File: config.mk
export PLATFORM = sky130hd
export DESIGN_NAME = branch_resolve
export DESIGN_NICKNAME = d
export VERILOG_FILES = /design/src/rtl/branch_resolve.sv
export SDC_FILE = /design/constraint.sdc
export NUM_CORES = 1
export LEC_CHECK = 0
export CORE_ASPECT_RATIO = 1.75
export CORE_MARGIN = 8
export CORE_UTILIZATION = 49
export DETAILED_ROUTE_END_ITERATION = 12
export GPL_TIMING_DRIVEN = 0
export PLACE_DENSITY = 0.82
export SLEW_MARGIN = 5
export SYNTH_ARGS = -nofsm -noshare
export SYNTH_HDL_FRONTEND = slang
export SYNTH_SLANG_ARGS = --single-unit
File: constraint.sdc
create_clock -name clk -period 4.6 [get_ports clk]
set_clock_uncertainty 0.05 [all_clocks]
set_input_delay 0.69 -clock clk [delete_from_list [all_inputs] [get_ports clk]]
set_output_delay 0.69 -clock clk [all_outputs]
set_load 0.03 [all_outputs]
File: src/rtl/branch_resolve.sv
// Execute-stage control-flow resolver: evaluates branch/JAL/JALR conditions, computes
// target and link, checks the frontend prediction and registers the result in one stage.
module branch_resolve #(
  parameter int XLEN  = 32,
  parameter int CNT_W = 32
) (
  input  logic             clk,
  input  logic             rst,
  input  logic             flush,
  input  logic             in_valid,
  output logic             in_ready,
  input  logic [31:0]      instr,
  input  logic [XLEN-1:0]  pc,
  input  logic [XLEN-1:0]  imm,
  input  logic [XLEN-1:0]  rs1,
  input  logic [XLEN-1:0]  rs2,
  input  logic             pred_taken,
  input  logic [XLEN-1:0]  pred_target,
  output logic             out_valid,
  input  logic             out_ready,
  output logic             is_cf,
  output logic             taken,
  output logic [XLEN-1:0]  target,
  output logic [XLEN-1:0]  link,
  output logic             mispredict,
  output logic             misalign,
  output logic             illegal,
  output logic [CNT_W-1:0] branch_cnt,
  output logic [CNT_W-1:0] mispred_cnt
);

  localparam logic [6:0] OP_BRANCH = 7'b1100011;
  localparam logic [6:0] OP_JAL    = 7'b1101111;
  localparam logic [6:0] OP_JALR   = 7'b1100111;

  function automatic logic br_cond(input logic [2:0] f3,
                                   input logic signed [XLEN-1:0] a,
                                   input logic signed [XLEN-1:0] b);
    logic r;
    case (f3)
      3'b000:  r = (a == b);
      3'b001:  r = (a != b);
      3'b100:  r = (a < b);
      3'b101:  r = (a >= b);
      3'b110:  r = ($unsigned(a) < $unsigned(b));
      3'b111:  r = ($unsigned(a) >= $unsigned(b));
      default: r = 1'b0;
    endcase
    return r;
  endfunction

  logic signed [XLEN-1:0] rs1_s, rs2_s;
  logic [6:0]      opcode_p0;
  logic [2:0]      funct3_p0;
  logic [XLEN-1:0] link_p0, pc_imm_p0, jalr_sum_p0, jalr_tgt_p0, target_p0;
  logic            is_cf_p0, taken_p0, illegal_p0, misalign_p0, mispredict_p0;

  logic            vld_p1, is_cf_p1, taken_p1, illegal_p1, misalign_p1, mispredict_p1;
  logic [XLEN-1:0] target_p1, link_p1;
  logic [CNT_W-1:0] branch_cnt_q, mispred_cnt_q;
  logic            accept, fire;
  logic            unused_bits;

  // Stage p0: combinational resolve of the incoming beat
  assign rs1_s       = rs1;
  assign rs2_s       = rs2;
  assign opcode_p0   = instr[6:0];
  assign funct3_p0   = instr[14:12];
  assign link_p0     = pc + XLEN'(4);
  assign pc_imm_p0   = pc + imm;
  assign jalr_sum_p0 = rs1 + imm;
  assign jalr_tgt_p0 = {jalr_sum_p0[XLEN-1:1], 1'b0};
  assign unused_bits = ^{instr[31:15], instr[11:7], jalr_sum_p0[0]};

  always_comb begin
    is_cf_p0   = 1'b0;
    taken_p0   = 1'b0;
    illegal_p0 = 1'b0;
    target_p0  = link_p0;
    case (opcode_p0)
      OP_BRANCH: begin
        is_cf_p0   = 1'b1;
        illegal_p0 = (funct3_p0 == 3'b010) || (funct3_p0 == 3'b011);
        taken_p0   = br_cond(funct3_p0, rs1_s, rs2_s);
        if (taken_p0) target_p0 = pc_imm_p0;
      end
      OP_JAL: begin
        is_cf_p0  = 1'b1;
        taken_p0  = 1'b1;
        target_p0 = pc_imm_p0;
      end
      OP_JALR: begin
        is_cf_p0  = 1'b1;
        taken_p0  = 1'b1;
        target_p0 = jalr_tgt_p0;
      end
      default: ;
    endcase
  end

  assign misalign_p0   = taken_p0 && target_p0[1];
  assign mispredict_p0 = is_cf_p0 ? ((pred_taken != taken_p0) ||
                                     (taken_p0 && (pred_target != target_p0)))
                                  : pred_taken;

  assign in_ready = !vld_p1 || out_ready;
  assign accept   = in_valid && in_ready;
  assign fire     = vld_p1 && out_ready;

  // Stage p1: registered result, counters bump on the output handshake
  always_ff @(posedge clk) begin
    if (rst) begin
      vld_p1        <= 1'b0;
      is_cf_p1      <= 1'b0;
      taken_p1      <= 1'b0;
      illegal_p1    <= 1'b0;
      misalign_p1   <= 1'b0;
      mispredict_p1 <= 1'b0;
      target_p1     <= '0;
      link_p1       <= '0;
      branch_cnt_q  <= '0;
      mispred_cnt_q <= '0;
    end else begin
      if (fire && !flush) begin
        if (is_cf_p1)      branch_cnt_q  <= branch_cnt_q + CNT_W'(1);
        if (mispredict_p1) mispred_cnt_q <= mispred_cnt_q + CNT_W'(1);
      end
      if (flush)         vld_p1 <= 1'b0;
      else if (in_ready) vld_p1 <= in_valid;
      if (accept && !flush) begin
        is_cf_p1      <= is_cf_p0;
        taken_p1      <= taken_p0;
        illegal_p1    <= illegal_p0;
        misalign_p1   <= misalign_p0;
        mispredict_p1 <= mispredict_p0;
        target_p1     <= target_p0;
        link_p1       <= link_p0;
      end
    end
  end

  assign out_valid   = vld_p1;
  assign is_cf       = is_cf_p1;
  assign taken       = taken_p1;
  assign illegal     = illegal_p1;
  assign misalign    = misalign_p1;
  assign mispredict  = mispredict_p1;
  assign target      = target_p1;
  assign link        = link_p1;
  assign branch_cnt  = branch_cnt_q;
  assign mispred_cnt = mispred_cnt_q;

endmodule

# --- Word-level counts from Yosys, hierarchy flattened ---
# Index checks and enable logic that the tools add are counted.
word_totals:
  ff_bits: 134
  input_bits: 198
  out_inout_bits: 135
classes:
  addsub: 5
  order_cmp: 4
  n_eq_ne: 14
  muxes: 8
  reduce_logical: 17
ops:
  columns: ["operator", "count"]
  rows:
  - ["$pmux W32 S3", 1]
  - ["$add A32 B1 Y32 const B", 2]
  - ["$add A32 B32 Y32", 2]
  - ["$ge A32 B32 Y1", 2]
  - ["$lt A32 B32 Y1", 2]
  - ["$ne A32 B32 Y1", 2]
  - ["$add A32 B3 Y32 const B", 1]
  - ["$eq A32 B32 Y1", 1]
  - ["$mux W32", 1]
  - ["$eq A7 B7 Y1 const B", 3]
  - ["$eq A3 B3 Y1 const B", 4]
  - ["$eq A3 B2 Y1 const B", 2]
  - ["$logic_and A1 B1 Y1", 6]
  - ["$pmux W1 S6", 1]
  - ["$mux W1", 4]
  - ["$reduce_and A2 Y1", 2]
  - ["$reduce_or A2 Y1", 2]
  - ["$eq A3 B1 Y1 const B", 1]
  - ["$logic_not A3 Y1", 1]
  - ["$logic_or A1 B1 Y1", 3]
  - ["$reduce_or A3 Y1", 1]
  - ["$logic_not A1 Y1", 2]
  - ["$pmux W1 S2", 1]
  - ["$ne A1 B1 Y1", 1]

# --- Longest topological paths before layout ---
# Gate-level depths: netlist (run 1).
logic_depth:
  ltp_word: 9
  depth_mapped: 17
  ltp_nobuf: 15

# --- Worst setup path after synthesis (run 1) ---
# No wires, ideal clock.
synth_timing:
  path_type: "input to register"
  from: "in rs2[13]"
  to: "reg mispredict_p1 (netlist: mispredict)"
  setup_time_ns: 0.121
  t_arrival_ns: 4.043
  required_ns: 4.429
  slack_ns: 0.386
  path_stages: 16
  path_buffers: 1
  cell_sequence: "inv_1 ha_1 nand4_2 or4_4 o31a_1 or3b_1 a2bb2oi_1 or2_2 clkbuf_2 nor3_4 o32ai_1 a21oi_2 xnor2_1 or4_1 nor4_1 nor2_1"
synth_via:
  elab_chain_len: 9
  word_cells_on_any_way: 16
  classes_between: "order compare: 4; eq/ne: 4; mux: 6; reduce/logical: 2"
synth_rtl:
  columns: ["element", "line", "text"]
  rows:
  - ["start, declared", "16", "input logic [XLEN-1:0] rs2,"]
  - ["$ge A32 B32 Y1 (tied with other cells)", "46", "3'b111: r = ($unsigned(a) >= $unsigned(b));"]
  - ["$pmux W1 S6 *", "40", "case (f3)"]
  - ["$mux W1 *", "80", "case (opcode_p0)"]
  - ["$mux W32", "85", "if (taken_p0) target_p0 = pc_imm_p0;"]
  - ["$pmux W32 S3", "80", null]
  - ["$ne A32 B32 Y1", "103", "(taken_p0 && (pred_target != target_p0)))"]
  - ["$logic_and A1 B1 Y1", "103", null]
  - ["$logic_or A1 B1 Y1 *", "102", "assign mispredict_p0 = is_cf_p0 ? ((pred_taken != taken_p0) ||"]
  - ["$mux W1 *", "102", null]
  - ["end signal, assigned", "135", "mispredict_p1 <= mispredict_p0;"]
  - ["end, declared", "58", "logic vld_p1, is_cf_p1, taken_p1, illegal_p1, misalign_p1, mispredict_p1;"]
# Mark *: on every way between the ends. The rest lies on a longest branch, timed or not. The select of a mux whose other input is x is not followed.
# A chain may end at the register's enable or synchronous reset.

# --- Worst setup path in the final report (run 1) ---
layout_timing:
  from: "in rs1[24]"
  to: "reg mispredict_p1 (netlist: mispredict)"
layout_via:
  elab_chain_len: 9
  word_cells_on_any_way: 17
  classes_between: "add/sub: 1; order compare: 4; eq/ne: 4; mux: 6; reduce/logical: 2"
layout_rtl:
  columns: ["element", "line", "text"]
  rows:
  - ["start, declared", "15", "input logic [XLEN-1:0] rs1,"]
  - ["$ge A32 B32 Y1 (tied with other cells)", "46", null]
  - ["$pmux W1 S6", "40", null]
  - ["$mux W1", "80", null]
  - ["$mux W32", "85", null]
  - ["$pmux W32 S3", "80", null]
  - ["$ne A32 B32 Y1", "103", null]
  - ["$logic_and A1 B1 Y1", "103", null]
  - ["$logic_or A1 B1 Y1 *", "102", null]
  - ["$mux W1 *", "102", null]
# Marks and branches as above.

==> results.sh, run 1 <==
export IMPL_holdBufCountCts=0
export IMPL_post_route_period_util_pct=99.5
export IMPL_synth_edff_count=0
export IMPL_globalRoute_busiestLayer="met2"
export IMPL_rows=74
export IMPL_cts_root_to_sink_buffers=3
export IMPL_postLayoutSetupSlackWorst_ns=0.0227
export IMPL_synth_avg_cell_area_um2=7.53
export IMPL_met3_usage_pct=5.17
export IMPL_multiInputGateArea_um2=9040
export IMPL_synth_sequential_area_ratio_pct=23.4
export IMPL_final_net_count=2178
export IMPL_post_drt_via_cell_ratio=6.16
export IMPL_grt_first_pass_wirelength_mm=73.7
export IMPL_ios=333
export IMPL_synthCells=1519
export IMPL_initial_utilization_pct=49.4
export IMPL_floorplan_die_width_um=132
export IMPL_cts_sink_count=134
export IMPL_post_route_cells_drive_above_1_share_pct=10.4
export IMPL_yosys_warnings=0
export IMPL_hold_path_startpoint="link[0]"
export IMPL_leakage_nw=6.62
export IMPL_timing_critical_path_to_type="register"
export IMPL_maxSlewViolCount=0
export IMPL_totalNegativeSetupSlack_ns=0
export IMPL_numCtsBuffers=25
export IMPL_register_area_um2=2680
export IMPL_clock_insertion_delay_worst_skew_ns=0.46
export IMPL_max_slew_margin_rel_pct=37.8
export IMPL_synth_top_flop_cell="sky130_fd_sc_hd__dfxtp_1"
export IMPL_netlist_cell_type_count=85
export IMPL_status="finished, final reports clean"
export IMPL_cp_arrival_ns=4.87
export IMPL_area_delta_synth_final_pct=45.9
export IMPL_die_height_um=218
export IMPL_global_route_overflow_total=0
export IMPL_setup_viol_count_final=0
export IMPL_placement_io_buffers=309
export IMPL_drt_iter0_drc=851
export IMPL_worst_setup_path_endpoint="mispredict"
export IMPL_n_fill_cell=1884
export IMPL_placedInstanceArea_um2=14900
export IMPL_routed_wl_mm=49.1
export IMPL_drt_pass1_iterations=7
export IMPL_place_gp_congestion=1.01
export IMPL_maximum_vdd_drop_v=0.000202
export IMPL_max_cap_violations=0
export IMPL_cellPowerDensity_nw_per_um2=258
export IMPL_maximum_number_of_pins_on_one_net_before_global_route_repair=15
export IMPL_achievable_frequency_ghz=0.218
export IMPL_worstReg2RegStart="out_valid"
export IMPL_worst_reg_to_reg_cells=14
export IMPL_antenna_found_initial=1
export IMPL_via_count_of_the_first_global_routing_pass=13700
export IMPL_crit_start="rs1[24]"
export IMPL_critical_path_peak_fanout=10
export IMPL_dpl_hpwl_mm=39.6
export IMPL_synth_cell_area_um2=11400
export IMPL_drt_wirelength_per_cell_um=22.4
export IMPL_pre_cts_ws_ns=-1.77
export IMPL_syn_nets=1815
export IMPL_gr_usage_all_layers_pct=32.1
export IMPL_worstSetupStartpointType="primary input"
export IMPL_clk_transition_reported_paths_ns=0.05
export IMPL_crit_required_ns=4.89
export IMPL_final_core_utilization_pct=72.1
export IMPL_timing_final_crit_period_ns=4.58
export IMPL_stdcell_area_um2=16700
export IMPL_timing_rr_end="branch_cnt[29]"
export IMPL_drc_errors=0
export IMPL_placeable_area_um2=23100
export IMPL_gr_usage_met2_pct=59.3
export IMPL_r2r_setup_slack_ns=1.53
export IMPL_timing_final_hold_violations=0
export IMPL_asyncSetResetFlopFracSynth_pct=0
export IMPL_ctsRootBufferMaster="sky130_fd_sc_hd__clkbuf_16"
export IMPL_setup_worst_path_class="in -> reg"
export IMPL_worstHoldPathType="reg -> reg"
export IMPL_synth_seq_cells=134
export IMPL_clock_tree_htree_level_count=4
export IMPL_tightest_slew_ns=0.927
export IMPL_fp_dieArea_um2=28700
export IMPL_tritoncts="done"
export IMPL_total_number_of_vias=13500
export IMPL_ant_nets=0
export IMPL_grtUsageMet1_pct=31.7
worst min-delay path by stage:
stage	endpoint	slack [ns]	cells past startpoint
2_1_floorplan	illegal	0.53	2
3_3_place_gp	link[1]	0.40	2
3_5_place_dp	link[0]	0.40	2
4_1_cts	link[0]	0.40	2
5_1_grt	link[0]	0.43	2
6_report	link[0]	0.40	2
per-layer routing:
| layer | wire length [µm] | up-vias |
|---|---|---|
| met4 | 3930 | 0 |
| met3 | 3060 | 207 |
| met1 | 17300 | 6347 |
| li1 | - | 6284 |
| met2 | 24800 | 664 |
| met5 | 0 | - |
layout make-up:
cell class / instances / share of cell area (%)
plain buffers: 50 / 1.31
multi-input cells: 1264 / 54.2
clock buffers: 30 / 4.16
repair buffers: 338 / 20.2
inverters: 69 / 1.55
flip-flops and latches: 134 / 16.1
well taps: 304 / 2.28
clock inverters: 3 / 0.240
diodes: 1 / 0.0150
sequential cells by signal, summed over array words and instances, names as in the netlist, 32 cells and up:
register	cells
mispred_cnt	32
link	32
branch_cnt	32
target	32
synthesized netlist by cell type (7+ instances only):
library cell                 n  area, µm²
sky130_fd_sc_hd__nand4_1    31        194
sky130_fd_sc_hd__dfxtp_1   134       2680
sky130_fd_sc_hd__o211ai_1   17        128
sky130_fd_sc_hd__nor3_1     46        230
sky130_fd_sc_hd__and4_1     18        158
sky130_fd_sc_hd__o22ai_1    10       62.6
sky130_fd_sc_hd__a21oi_1   107        536
sky130_fd_sc_hd__o21ai_0    64        320
sky130_fd_sc_hd__o21bai_1    7       52.6
sky130_fd_sc_hd__a221oi_1    7       61.3
sky130_fd_sc_hd__and3_1     33        206
sky130_fd_sc_hd__xnor2_1    63        552
sky130_fd_sc_hd__xor2_1     79        692
sky130_fd_sc_hd__a211oi_1   48        360
sky130_fd_sc_hd__a311oi_1    9       78.8
sky130_fd_sc_hd__inv_1      69        259
sky130_fd_sc_hd__mux2i_1    11        110
sky130_fd_sc_hd__and2_1      9       56.3
sky130_fd_sc_hd__a21o_1     26        195
sky130_fd_sc_hd__o21a_1     11       82.6
sky130_fd_sc_hd__clkbuf_1   45        169
sky130_fd_sc_hd__ha_1       96       1200
sky130_fd_sc_hd__a31oi_1    12       75.1
sky130_fd_sc_hd__or3_1      18        113
sky130_fd_sc_hd__nand2b_1   11       68.8
sky130_fd_sc_hd__nand3_1    58        290
sky130_fd_sc_hd__nor4_1      8       50.1
sky130_fd_sc_hd__o31ai_1     7       52.6
sky130_fd_sc_hd__nor2_1    207        777
sky130_fd_sc_hd__nand2_1   133        499
sky130_fd_sc_hd__nor2b_1    10       62.6
cell usage in the layout, fill, tap and decap left out, types with 26 or more instances in the layout:
cell type,synthesis,layout
sky130_fd_sc_hd__o21ai_0,64,56
sky130_fd_sc_hd__nand4_1,31,31
sky130_fd_sc_hd__nor3_1,46,44
sky130_fd_sc_hd__a211oi_1,48,45
sky130_fd_sc_hd__nand2_1,133,129
sky130_fd_sc_hd__buf_4,1,27
sky130_fd_sc_hd__xnor2_1,63,62
sky130_fd_sc_hd__clkbuf_1,45,44
sky130_fd_sc_hd__inv_1,69,47
sky130_fd_sc_hd__nor2_1,207,206
sky130_fd_sc_hd__nand3_1,58,57
sky130_fd_sc_hd__and3_1,33,32
sky130_fd_sc_hd__a21oi_1,107,99
sky130_fd_sc_hd__dlymetal6s2s_1,0,29
sky130_fd_sc_hd__dlygate4sd2_1,0,29
sky130_fd_sc_hd__ha_1,96,69
sky130_fd_sc_hd__xor2_1,79,78
sky130_fd_sc_hd__a21o_1,26,26
sky130_fd_sc_hd__dfxtp_1,134,134
sky130_fd_sc_hd__clkdlybuf4s50_1,0,251
worst max-delay path, cell delays in order:
cell and delay (ns):
sky130_fd_sc_hd__clkdlybuf4s50_1 0.45, sky130_fd_sc_hd__ha_1 0.28, sky130_fd_sc_hd__and3_1 0.13, sky130_fd_sc_hd__nand4_1 0.09, sky130_fd_sc_hd__buf_6 0.16, sky130_fd_sc_hd__or2_4 0.26
sky130_fd_sc_hd__or3_4 0.40, sky130_fd_sc_hd__o31ai_4 0.25, sky130_fd_sc_hd__and4b_2 0.31, sky130_fd_sc_hd__a21oi_4 0.24, sky130_fd_sc_hd__buf_4 0.17, sky130_fd_sc_hd__buf_8 0.15
sky130_fd_sc_hd__o21a_2 0.21, sky130_fd_sc_hd__xnor2_1 0.11, sky130_fd_sc_hd__a2111oi_4 0.37, sky130_fd_sc_hd__nand4_1 0.22, sky130_fd_sc_hd__nor4_4 0.33, sky130_fd_sc_hd__nor2_1 0.06
metrics by stage:
stage	total power [W]	hold WS, ns	cells
finish	0.00430	0.404	2193
global route	0.00444	0.432	2193
CTS	0.00422	0.403	2182
detailed placement	0.00251	0.396	2132
global placement	0.00250	0.398	2132
floorplan	0.00198	0.530	1519
kinds of logic after synthesis:
| logic type | count (synthesis) | synth area share (%) |
|---|---|---|
| buffers and inverters | 121 | 4.18 |
| adder cells (fa/ha/maj) | 98 | 10.8 |
| AND/OR/NAND/NOR | 612 | 25.9 |
| multiplexers | 12 | 1.06 |
| AO/OA/AOI/OAI | 400 | 23.7 |
| flip-flops | 134 | 23.4 |
| XOR/XNOR | 142 | 10.9 |
what timing repair did:
item / CTS / global route
endpoints found under the setup margin: 26 / 1
buffers inserted: 20 / 11
pin swaps: 41 / 45
resized for setup: 115 / 94
power by group:
part / leakage [nW] / internal (W) / switching [W] / total (W)
registers: 1.09 / 0.00120 / 0.0000228 / 0.00122
clock network: 0.366 / 0.00110 / 0.000549 / 0.00165
logic: 5.17 / 0.000596 / 0.000830 / 0.00143
(Power assumes the default switching activity.)
==> inputs of run 2 (changes only) <==
--- a/config.mk
+++ b/config.mk
@@ -5,6 +5,7 @@
 export SDC_FILE = /design/constraint.sdc
 export NUM_CORES = 1
 export LEC_CHECK = 0
+export ABC_CLOCK_PERIOD_IN_PS = 4600
 export CORE_ASPECT_RATIO = 1.75
 export CORE_MARGIN = 8
 export CORE_UTILIZATION = 49
==> results of run 2 <==
Final layout, timing and power as in run 1 (identical DEF).
